File: src/rtl/dice_result_receiver_if.sv
// Dice result receiver bus.
// Groups the signals shared with the dice and the board logic.
//   button       : roll button, high while rolling
//   throw        : dice value, legal 1..6
//   face_sel     : statistics read select, 1..6
//   result       : last captured throw
//   pips         : 7-LED pattern for result
//   result_valid : one-cycle strobe on a legal capture
//   error        : sticky illegal-capture flag
//   busy         : receiver is in ROLLING or HOLD
//   face_count   : capture count for face_sel
//   total        : total legal captures
// master = the driving side (dice/board), slave = the receiver.
interface dice_result_receiver_if #(
    parameter int CNT_W = 8
);
    logic             button;
    logic [2:0]       throw;
    logic [2:0]       face_sel;
    logic [2:0]       result;
    logic [6:0]       pips;
    logic             result_valid;
    logic             error;
    logic             busy;
    logic [CNT_W-1:0] face_count;
    logic [CNT_W-1:0] total;

    modport master (
        output button, throw, face_sel,
        input  result, pips, result_valid, error, busy, face_count, total
    );

    modport slave (
        input  button, throw, face_sel,
        output result, pips, result_valid, error, busy, face_count, total
    );
endinterface

File: src/rtl/dice_result_receiver.sv
// Dice result receiver.
// Watches the roll button and the dice throw bus, captures the throw when the
// button is released, drives the pip pattern and a valid strobe, and keeps
// per-face and total roll statistics.
// Ports:
//   clk : system clock, rising edge
//   rst : asynchronous active-low reset
//   bus : dice_result_receiver_if slave modport
//
// state   | meaning
// --------+----------------------------------------------------------
// IDLE    | waiting for a fresh 0->1 press of the button
// ROLLING | button held; the throw is captured on release
// HOLD    | result held for HOLD_CYCLES cycles, button ignored
module dice_result_receiver #(
    parameter int HOLD_CYCLES = 8,
    parameter int CNT_W       = 8
) (
    input  logic                  clk,
    input  logic                  rst,
    dice_result_receiver_if.slave bus
);

    localparam int HW = (HOLD_CYCLES > 1) ? $clog2(HOLD_CYCLES) : 1;

    typedef enum logic [1:0] {
        IDLE    = 2'd0,
        ROLLING = 2'd1,
        HOLD    = 2'd2
    } state_t;

    state_t           state;
    state_t           state_nxt;
    logic             button_d;
    logic [HW-1:0]    hold_cnt;
    logic             capture;
    logic             legal;

    logic [2:0]       result_q;
    logic [6:0]       pips_q;
    logic             valid_q;
    logic             error_q;
    logic [CNT_W-1:0] face_cnt [0:5];
    logic [CNT_W-1:0] total_q;
    logic [CNT_W-1:0] face_rd;

    function automatic logic [6:0] pip_decode(input logic [2:0] v);
        logic [6:0] p;
        case (v)
            3'd1:    p = 7'h08;
            3'd2:    p = 7'h41;
            3'd3:    p = 7'h49;
            3'd4:    p = 7'h63;
            3'd5:    p = 7'h6B;
            3'd6:    p = 7'h77;
            default: p = 7'h00;
        endcase
        return p;
    endfunction

    assign legal = (bus.throw != 3'd0) && (bus.throw != 3'd7);

    always_comb begin
        state_nxt = state;
        capture   = 1'b0;
        case (state)
            IDLE: begin
                // only an observed 0->1 transition starts a roll
                if (bus.button && !button_d) state_nxt = ROLLING;
            end
            ROLLING: begin
                if (!bus.button) begin
                    capture   = 1'b1;
                    state_nxt = HOLD;
                end
            end
            HOLD: begin
                if (hold_cnt == '0) state_nxt = IDLE;
            end
            default: state_nxt = IDLE;
        endcase
    end

    always_ff @(posedge clk or negedge rst) begin
        if (!rst) begin
            state    <= IDLE;
            button_d <= 1'b0;
        end else begin
            state    <= state_nxt;
            button_d <= bus.button;
        end
    end

    // loaded with HOLD_CYCLES-1 so HOLD lasts exactly HOLD_CYCLES cycles
    always_ff @(posedge clk or negedge rst) begin
        if (!rst) begin
            hold_cnt <= '0;
        end else if (capture) begin
            hold_cnt <= HW'(HOLD_CYCLES - 1);
        end else if (state == HOLD && hold_cnt != '0) begin
            hold_cnt <= hold_cnt - HW'(1);
        end
    end

    always_ff @(posedge clk or negedge rst) begin
        if (!rst) begin
            result_q <= 3'd0;
            pips_q   <= 7'd0;
            valid_q  <= 1'b0;
            error_q  <= 1'b0;
        end else begin
            valid_q <= capture && legal;
            if (capture) begin
                result_q <= bus.throw;
                pips_q   <= legal ? pip_decode(bus.throw) : 7'd0;
                if (!legal) error_q <= 1'b1;
            end
        end
    end

    always_ff @(posedge clk or negedge rst) begin
        if (!rst) begin
            for (int i = 0; i < 6; i++) face_cnt[i] <= '0;
            total_q <= '0;
        end else if (capture && legal) begin
            // saturating counters
            if (total_q != '1) total_q <= total_q + CNT_W'(1);
            for (int i = 0; i < 6; i++) begin
                if (bus.throw == 3'(i + 1) && face_cnt[i] != '1)
                    face_cnt[i] <= face_cnt[i] + CNT_W'(1);
            end
        end
    end

    always_comb begin
        face_rd = '0;
        for (int i = 0; i < 6; i++) begin
            if (bus.face_sel == 3'(i + 1)) face_rd = face_cnt[i];
        end
    end

    assign bus.result       = result_q;
    assign bus.pips         = pips_q;
    assign bus.result_valid = valid_q;
    assign bus.error        = error_q;
    assign bus.busy         = (state != IDLE);
    assign bus.face_count   = face_rd;
    assign bus.total        = total_q;

endmodule

File: src/flat_wrapper.sv
// flat-port wrapper written by rule: the top's interface ports become plain ports
module dice_result_receiver_flat 
#(
    parameter int HOLD_CYCLES = 8,
    parameter int CNT_W       = 8
)
  (clk, rst, bus_button, bus_throw, bus_face_sel, bus_result, bus_pips, bus_result_valid, bus_error, bus_busy, bus_face_count, bus_total);
  dice_result_receiver_if #(.CNT_W(CNT_W)) bus_i ();
  input  logic clk;
  input  logic rst;
  input wire logic [$bits(bus_i.button)-1:0] bus_button;
  input wire logic [$bits(bus_i.throw)-1:0] bus_throw;
  input wire logic [$bits(bus_i.face_sel)-1:0] bus_face_sel;
  output wire logic [$bits(bus_i.result)-1:0] bus_result;
  output wire logic [$bits(bus_i.pips)-1:0] bus_pips;
  output wire logic [$bits(bus_i.result_valid)-1:0] bus_result_valid;
  output wire logic [$bits(bus_i.error)-1:0] bus_error;
  output wire logic [$bits(bus_i.busy)-1:0] bus_busy;
  output wire logic [$bits(bus_i.face_count)-1:0] bus_face_count;
  output wire logic [$bits(bus_i.total)-1:0] bus_total;
  assign bus_i.button = bus_button;
  assign bus_i.throw = bus_throw;
  assign bus_i.face_sel = bus_face_sel;
  assign bus_result = bus_i.result;
  assign bus_pips = bus_i.pips;
  assign bus_result_valid = bus_i.result_valid;
  assign bus_error = bus_i.error;
  assign bus_busy = bus_i.busy;
  assign bus_face_count = bus_i.face_count;
  assign bus_total = bus_i.total;
  dice_result_receiver #(.HOLD_CYCLES(HOLD_CYCLES), .CNT_W(CNT_W)) u_core (.clk(clk), .rst(rst), .bus(bus_i));
endmodule
File: config.mk
export PLATFORM = sky130hd
export DESIGN_NAME = dice_result_receiver_flat
export DESIGN_NICKNAME = d
export VERILOG_FILES = /design/src/rtl/dice_result_receiver_if.sv /design/src/rtl/dice_result_receiver.sv /design/src/flat_wrapper.sv
export SDC_FILE = /design/constraint.sdc
export NUM_CORES = 1
export LEC_CHECK = 0
export BUFFER_PORTS_ARGS = -buffer_cell sky130_fd_sc_hd__buf_2
export CAP_MARGIN = 10
export CORE_ASPECT_RATIO = 0.5
export CORE_UTILIZATION = 55
export CTS_CLUSTER_DIAMETER = 120
export CTS_CLUSTER_SIZE = 10
export DETAILED_ROUTE_END_ITERATION = 12
export PLACE_DENSITY = 0.77
export RECOVER_POWER = 25
export SETUP_SLACK_MARGIN = 0.1
export SLEW_MARGIN = 20
export SYNTH_ARGS = -nofsm -noshare
export SYNTH_HDL_FRONTEND = slang
export SYNTH_SLANG_ARGS = --single-unit
File: constraint.sdc
create_clock -name clk -period 2.43 [get_ports clk]
set_input_delay 0.3645 -clock clk [delete_from_list [all_inputs] [get_ports clk]]
set_output_delay 0.3645 -clock clk [all_outputs]
set_load 0.02 [all_outputs]
==> metrics, run 1 <==
status=complete, no violations; CTS buffer count=9; worst setup path category=in2out; Clock transition at path regs=0.06 ns; antenna-violating nets left=0; drt first pass iters=5; Min-Delay Path Class=in2reg; layout cells sized above 1=15.52%; # DRC=0; CTS tree=built; final-report hold violation count=0; first-pass GRT wire length=15,280 um; largest net degree at the start of global routing=30; syn nets=429; drt wl/cell=17.34 um; Ports=38; area delta synth->final=13.28%; yosys warns=0; Die Y=62.70 um; CP arrival=1.74 ns; gpl congestion=0.8367; Clock Root Buffer=clkbuf_16; leakage power=2.135 nW; Slew HR=32.46%; critical path capture point type=primary output; CTS Hold Buffers Added=1; EDFF count, synth=0; Worst-Skew Late Latency=0.34 ns; Clock Path Buffers=2; vias=3,338; fin crit share=86.76%; Slew @ Worst Pin=1.013 ns; setup_tns=0 ns; post-synthesis cell type count=54; crit-path max FO=27; Final Instance Area=0.004591 mm2; Resized Gates After CTS=0; vias per cell=6.147; Peak VDD IR=0.4604 mV; Synth async-reset ratio=100.0%; most numerous cell in the Yosys netlist=dfrtp_1; Setup Fix Bufs, Post-CTS=0; total gr overflow=0; CP startpoint kind=primary input; Worst EP required=2.07 ns; Slew Limit Fails=0; diode count=0; vias in the first global route=3,163; Seq/Total Area, Yosys=43.84%; final wirelength=9417 um; Achievable Freq=474.3 MHz; DP HPWL=6646 um; Mapped Area=0.004053 mm2; setup violators final=0; cells on worst reg2reg path=4; crit path from=bus_face_sel[1]; Die ar.=0.007737 mm2; IO buf count=37; worst clock skew=0.005790 ns; initial antenna violation count=1; number of synthesized register bits=71; top post-synthesis cells by count=dfrtp_1 (71), nand2_1 (40), nor2_1 (28); Synth area leaders=dfrtp_1 (44%), mux2_2 (5.0%), nand2_1 (3.7%); RSZ-0062 raised after global routing=no; R2R Setup Slk=0.45 ns; crit path capture=bus_face_count[2]; Placeable Area=0.006910 mm2; Max Cap Viol=0; RR Startpoint=u_core.state[1]$_DFFE_PN0P_; Initial Util=58.65%; CTS H-tree lvls=3; row cnt=21; area share of the largest cell type after synthesis=43.84%; Post-Syn Instances=411; Yosys top cell by area=dfrtp_1; Die X=123.4 um; ys flop type=dfrtp_1; Post-DP Area=0.004294 mm2; syn_area_per_cell=9.860 um2; Worst R2R End=u_core.face_cnt[33]$_DFFE_PN0P_; Tmin final=2.108 ns; Post-layout nets=464; PwrDens=860.2 mW/mm2; clock sink count=71; DRT iter0 DRCs=293; Total Routing Usage GR=26.22%
[state kept, by name, summed over array words and instances (netlist names)]
signal,cells
u_core.face_cnt,48
u_core.bus.total,8
u_core.bus.pips,4
u_core.bus.result,3
u_core.hold_cnt,3
u_core.state,2
u_core.bus.error,1
u_core.bus.result_valid,1
u_core.button_d,1
[through the flow]
step	setup WS (ns)	util [%]	instances	power, mW	hold slack [ns]
final	0.3217	66.43	543	3.949	0.3266
after global routing	0.2196	66.43	543	4.156	0.3487
after CTS	0.3599	66.76	543	3.996	0.2414
after detailed placement	0.2673	62.14	526	2.633	0.3217
after global placement	0.4317	62.14	526	2.555	0.3038
after floorplan	0.4103	-	411	2.317	0.06891
[placed cells by master, fill, tap and decap left out, drive strengths merged, types with 5 or more instances in the layout]
master,synthesis,layout
nand2b,5,5
a21oi,18,18
xnor2,14,14
a31oi,6,6
inv,11,11
and3,10,10
clkbuf,10,28
and4,5,5
nor3,9,9
dfrtp,71,71
xor2,8,8
nand3,23,23
mux2,31,31
nor2b,11,11
nand2,40,40
a211o,6,6
nor3b,6,6
a22oi,7,7
nand4,11,11
ha,9,9
mux2i,5,5
nor2,28,28
a22o,6,6
buf,11,27
o21ai,18,18
[worst min path at each step]
stage | start | to | slack, ns | cells after the start
3_5_place_dp | rst | u_core.bus.pips[5]$_DFFE_PN0N_ | 0.32 | 1
4_1_cts | bus_button | u_core.button_d$_DFF_PN0_ | 0.24 | 1
6_report | bus_button | u_core.button_d$_DFF_PN0_ | 0.33 | 1
5_1_grt | bus_button | u_core.button_d$_DFF_PN0_ | 0.35 | 1
3_3_place_gp | rst | u_core.bus.result[1]$_DFFE_PN0N_ | 0.30 | 1
2_1_floorplan | rst | u_core.bus.error$_DFFE_PN0P_ | 0.07 | 0
[critical path, cell delays in order]
cell,delay (ns)
buf_2,0.37
nor2b_1,0.22
buf_4,0.22
a22o_1,0.16
a21oi_1,0.06
nor2_1,0.15
buf_2,0.19
[report_power, final]
group / switching (mW) / total, mW / leakage, nW / internal (mW)
Sequential: 0.248 / 1.66 / 0.913 / 1.41
Clock: 0.506 / 1.35 / 0.152 / 0.848
Combinational: 0.555 / 0.940 / 1.07 / 0.385
Total: 1.31 / 3.95 / 2.14 / 2.64
[routing by layer]
metal  vias to the layer above  part of all wire (%)  routed length, um  track usage [%]
met5                         -                  0.11                 10                0
met4                         2                   1.9                175            10.39
met3                        22                   5.7                541            6.752
met2                       114                    48               4551            42.32
met1                      1632                    44               4139            33.67
li1                       1568                     -                  -                -
[final cells by class]
class,count,area (um2)
Tap cell,92,115.1
Fill cell,545,2320
Clock buffer,11,252.7
Timing Repair Buffer,45,225.2
Multi-Input combinational cell,308,2123
Inverter,11,41.29
Sequential cell,71,1777
Clock inverter,5,56.30
[kinds of logic (layout without fill, tap and decap cells)]
kind of cell / Yosys count / in the layout / synth area share (%)
buffers and inverters: 32 / 72 / 3.766
DFF: 71 / 71 / 43.84
adders and majority gates: 9 / 9 / 2.779
muxes: 36 / 36 / 9.849
AOI/OAI and AO/OA: 82 / 82 / 13.58
xor gates and xnor gates: 22 / 22 / 4.755
and+or+nand+nor: 159 / 159 / 21.43
Note: power is estimated with default switching activity, not from simulation.
==> run 2, diff against run 1 <==
- RECOVER_POWER: 25 -> default
- SLEW_MARGIN: 20 -> default
==> run 2 against run 1 <==
Cell count unchanged. Cell area up 0.49%. Register-to-register slack barely moved. Total power rose by 0.50%. Largest power group unchanged. Clock power is essentially flat. Critical path depth is the same. Wire length fell by 0.39%. Combinational power grew 2.8%. Die area did not move.
==> metrics, run 2 (same netlist as run 1, synthesis figures left out) <==
leakage power=2.189 nW (was 2.135 nW); initial antenna violation count=1 (unchanged); final hold slack=0.2450 ns (was 0.3266 ns); HP Start=bus_button (unchanged); clock sink count=71 (unchanged); Min-Delay Endpoint=u_core.button_d$_DFF_PN0_ (unchanged); Cell Chain, Critical Path=buf_2 -> nor2b_1 -> buf_4 -> a22o_1 -> a21oi_1 -> nor2_1 -> buf_2 (unchanged); diode count=0 (unchanged); RR Startpoint=u_core.state[1]$_DFFE_PN0P_ (unchanged); IO buf count=37 (unchanged); part of the power in combinational logic=24.3% (was 23.8%); most common cell after layout, fill and taps aside=dfrtp_1 (unchanged); number of fill cells=531 (was 545); Peak VDD IR=0.4490 mV (was 0.4604 mV); CP arrival=1.74 ns (about the same); buffers and inverters on the worst path=3 (unchanged); crit-path max FO=27 (unchanged); setup_tns=0 ns (unchanged); final-report hold violation count=0 (unchanged); Die ar.=0.007737 mm2 (unchanged); total gr overflow=0 (unchanged); Largest register FFs=48 (unchanged); Slew @ Worst Pin=0.5731 ns (was 1.013 ns); worst clock skew=0.004517 ns (was 0.005790 ns); DP HPWL=6646 um (unchanged); CP most frequent cell=buf_2 (unchanged); Min-Delay Path Class=in2reg (unchanged); drt first pass iters=5 (unchanged); commonest cells after routing, fill and taps aside=dfrtp_1 (71), nand2_1 (40), buf_2 (37) (was dfrtp_1 (71), nand2_1 (40), nor2_1 (28)); internal power=2.668 mW (was 2.640 mW); CTS Hold Buffers Added=1 (unchanged); CP max stage delay=0.37 ns (about the same); GR peak layer=met2 (unchanged); R2R Setup Slk=0.45 ns (about the same); Die Y=62.70 um (unchanged); drt wl/cell=17.27 um (was 17.34 um); sequential share of power=41.6% (was 41.9%); Worst EP required=2.07 ns (about the same); Total Routing Usage GR=26.22% (unchanged); Worst path slowest cell=buf_2 (unchanged); largest delay contributor family on the critical path=buffers and inverters (unchanged); Placeable Area=0.006910 mm2 (unchanged); Tmin final=2.109 ns (was 2.108 ns); Largest Register=u_core.face_cnt (unchanged); gpl congestion=0.8367 (unchanged); CTS H-tree lvls=3 (unchanged); Initial Util=58.65% (unchanged); vias=3,326 (was 3,338); first-pass GRT wire length=15,280 um (unchanged); CP startpoint kind=primary input (unchanged); antenna-violating nets left=0 (unchanged); Worst R2R End=u_core.face_cnt[33]$_DFFE_PN0P_ (unchanged); RSZ-0062 raised after global routing=no (unchanged); Worst-Skew Late Latency=0.34 ns (about the same); final wirelength=9380 um (was 9417 um); CTS tree=built (unchanged); status=complete, no violations (unchanged); area delta synth->final=13.83% (was 13.28%); vias per cell=6.125 (was 6.147); cells on worst reg2reg path=4 (unchanged); Setup Fix Bufs, Post-CTS=0 (unchanged); # DRC=0 (unchanged); Slew HR=61.62% (was 32.46%); Resized Gates After CTS=0 (unchanged); largest net degree at the start of global routing=30 (unchanged); PwrDens=860.3 mW/mm2 (was 860.2 mW/mm2); vias in the first global route=3,163 (unchanged); critical path capture point type=primary output (unchanged); Clock power frac=34.1% (was 34.3%); Post-layout nets=464 (unchanged); Clock Path Buffers=2 (unchanged); Achievable Freq=474.1 MHz (was 474.3 MHz); Clock Root Buffer=clkbuf_16 (unchanged); setup violators final=0 (unchanged); net switching power=1.301 mW (was 1.309 mW); CTS buffer count=9 (unchanged); DRT iter0 DRCs=293 (unchanged); Ports=38 (unchanged); met2 Resource Use GR=42.32% (unchanged); Sw Ratio=32.78% (was 33.15%); M3 GR Usage=6.752% (unchanged); fin crit share=86.80% (was 86.76%); Max Cap Viol=0 (unchanged); met1 Use GR=33.67% (unchanged); layout cells sized above 1=19.07% (was 15.52%); worst hold stages=1 (unchanged); Slew Limit Fails=0 (unchanged); Die X=123.4 um (unchanged); worst setup path category=in2out (unchanged); Clock transition at path regs=0.06 ns (about the same); row cnt=21 (unchanged)
[run 2: cell type report]
cell class / count / area, um2 / area share (%)
multi-input combinational: 308 / 2123 / 46.03
timing repair buffer: 45 / 247.7 / 5.370
tap: 92 / 115.1 / 2.495
inverter: 11 / 41.29 / 0.8950
clock inverter: 5 / 56.30 / 1.221
clock buffer: 11 / 252.7 / 5.479
sequential: 71 / 1777 / 38.51
[run 2: layer usage]
metal  wire, um  vias up
met1       4139     1629
met3        496       23
met5         10        -
li1           -     1568
met2       4561      104
met4        172        2
[run 2: power by group through the flow]
stage                     sequential [mW]  clock [mW]  combinational [mW]
after floorplan                      1.73           0               0.591
after global placement               1.65           0               0.910
after detailed placement             1.66           0               0.968
after CTS                            1.65        1.37               0.977
after global routing                 1.69        1.42                1.07
final                                1.65        1.35               0.966
[run 2: worst max path at each step]
stage | from | to | slack [ns] | depth (start not counted)
after CTS | bus_face_sel[1] | bus_face_count[1] | 0.36 | 7
after detailed placement | bus_throw[0] | u_core.face_cnt[47]$_DFFE_PN0P_ | 0.27 | 5
final | bus_face_sel[1] | bus_face_count[2] | 0.32 | 7
after global placement | bus_face_sel[1] | bus_face_count[2] | 0.43 | 7
after global routing | bus_face_sel[1] | bus_face_count[2] | 0.22 | 7
after floorplan | bus_face_sel[1] | bus_face_count[4] | 0.41 | 6
[run 2: per-stage QoR]
| stage | power, mW | area (um2) | cells | utilization (%) | setup slack (ns) |
|---|---|---|---|---|---|
| after floorplan | 2.317 | 4053 | 411 | - | 0.4103 |
| after detailed placement | 2.633 | 4294 | 526 | 62.14 | 0.2673 |
| after CTS | 3.996 | 4613 | 543 | 66.76 | 0.3599 |
| after global placement | 2.555 | 4294 | 526 | 62.14 | 0.4317 |
| final | 3.969 | 4613 | 543 | 66.76 | 0.3208 |
| after global routing | 4.181 | 4613 | 543 | 66.76 | 0.2196 |
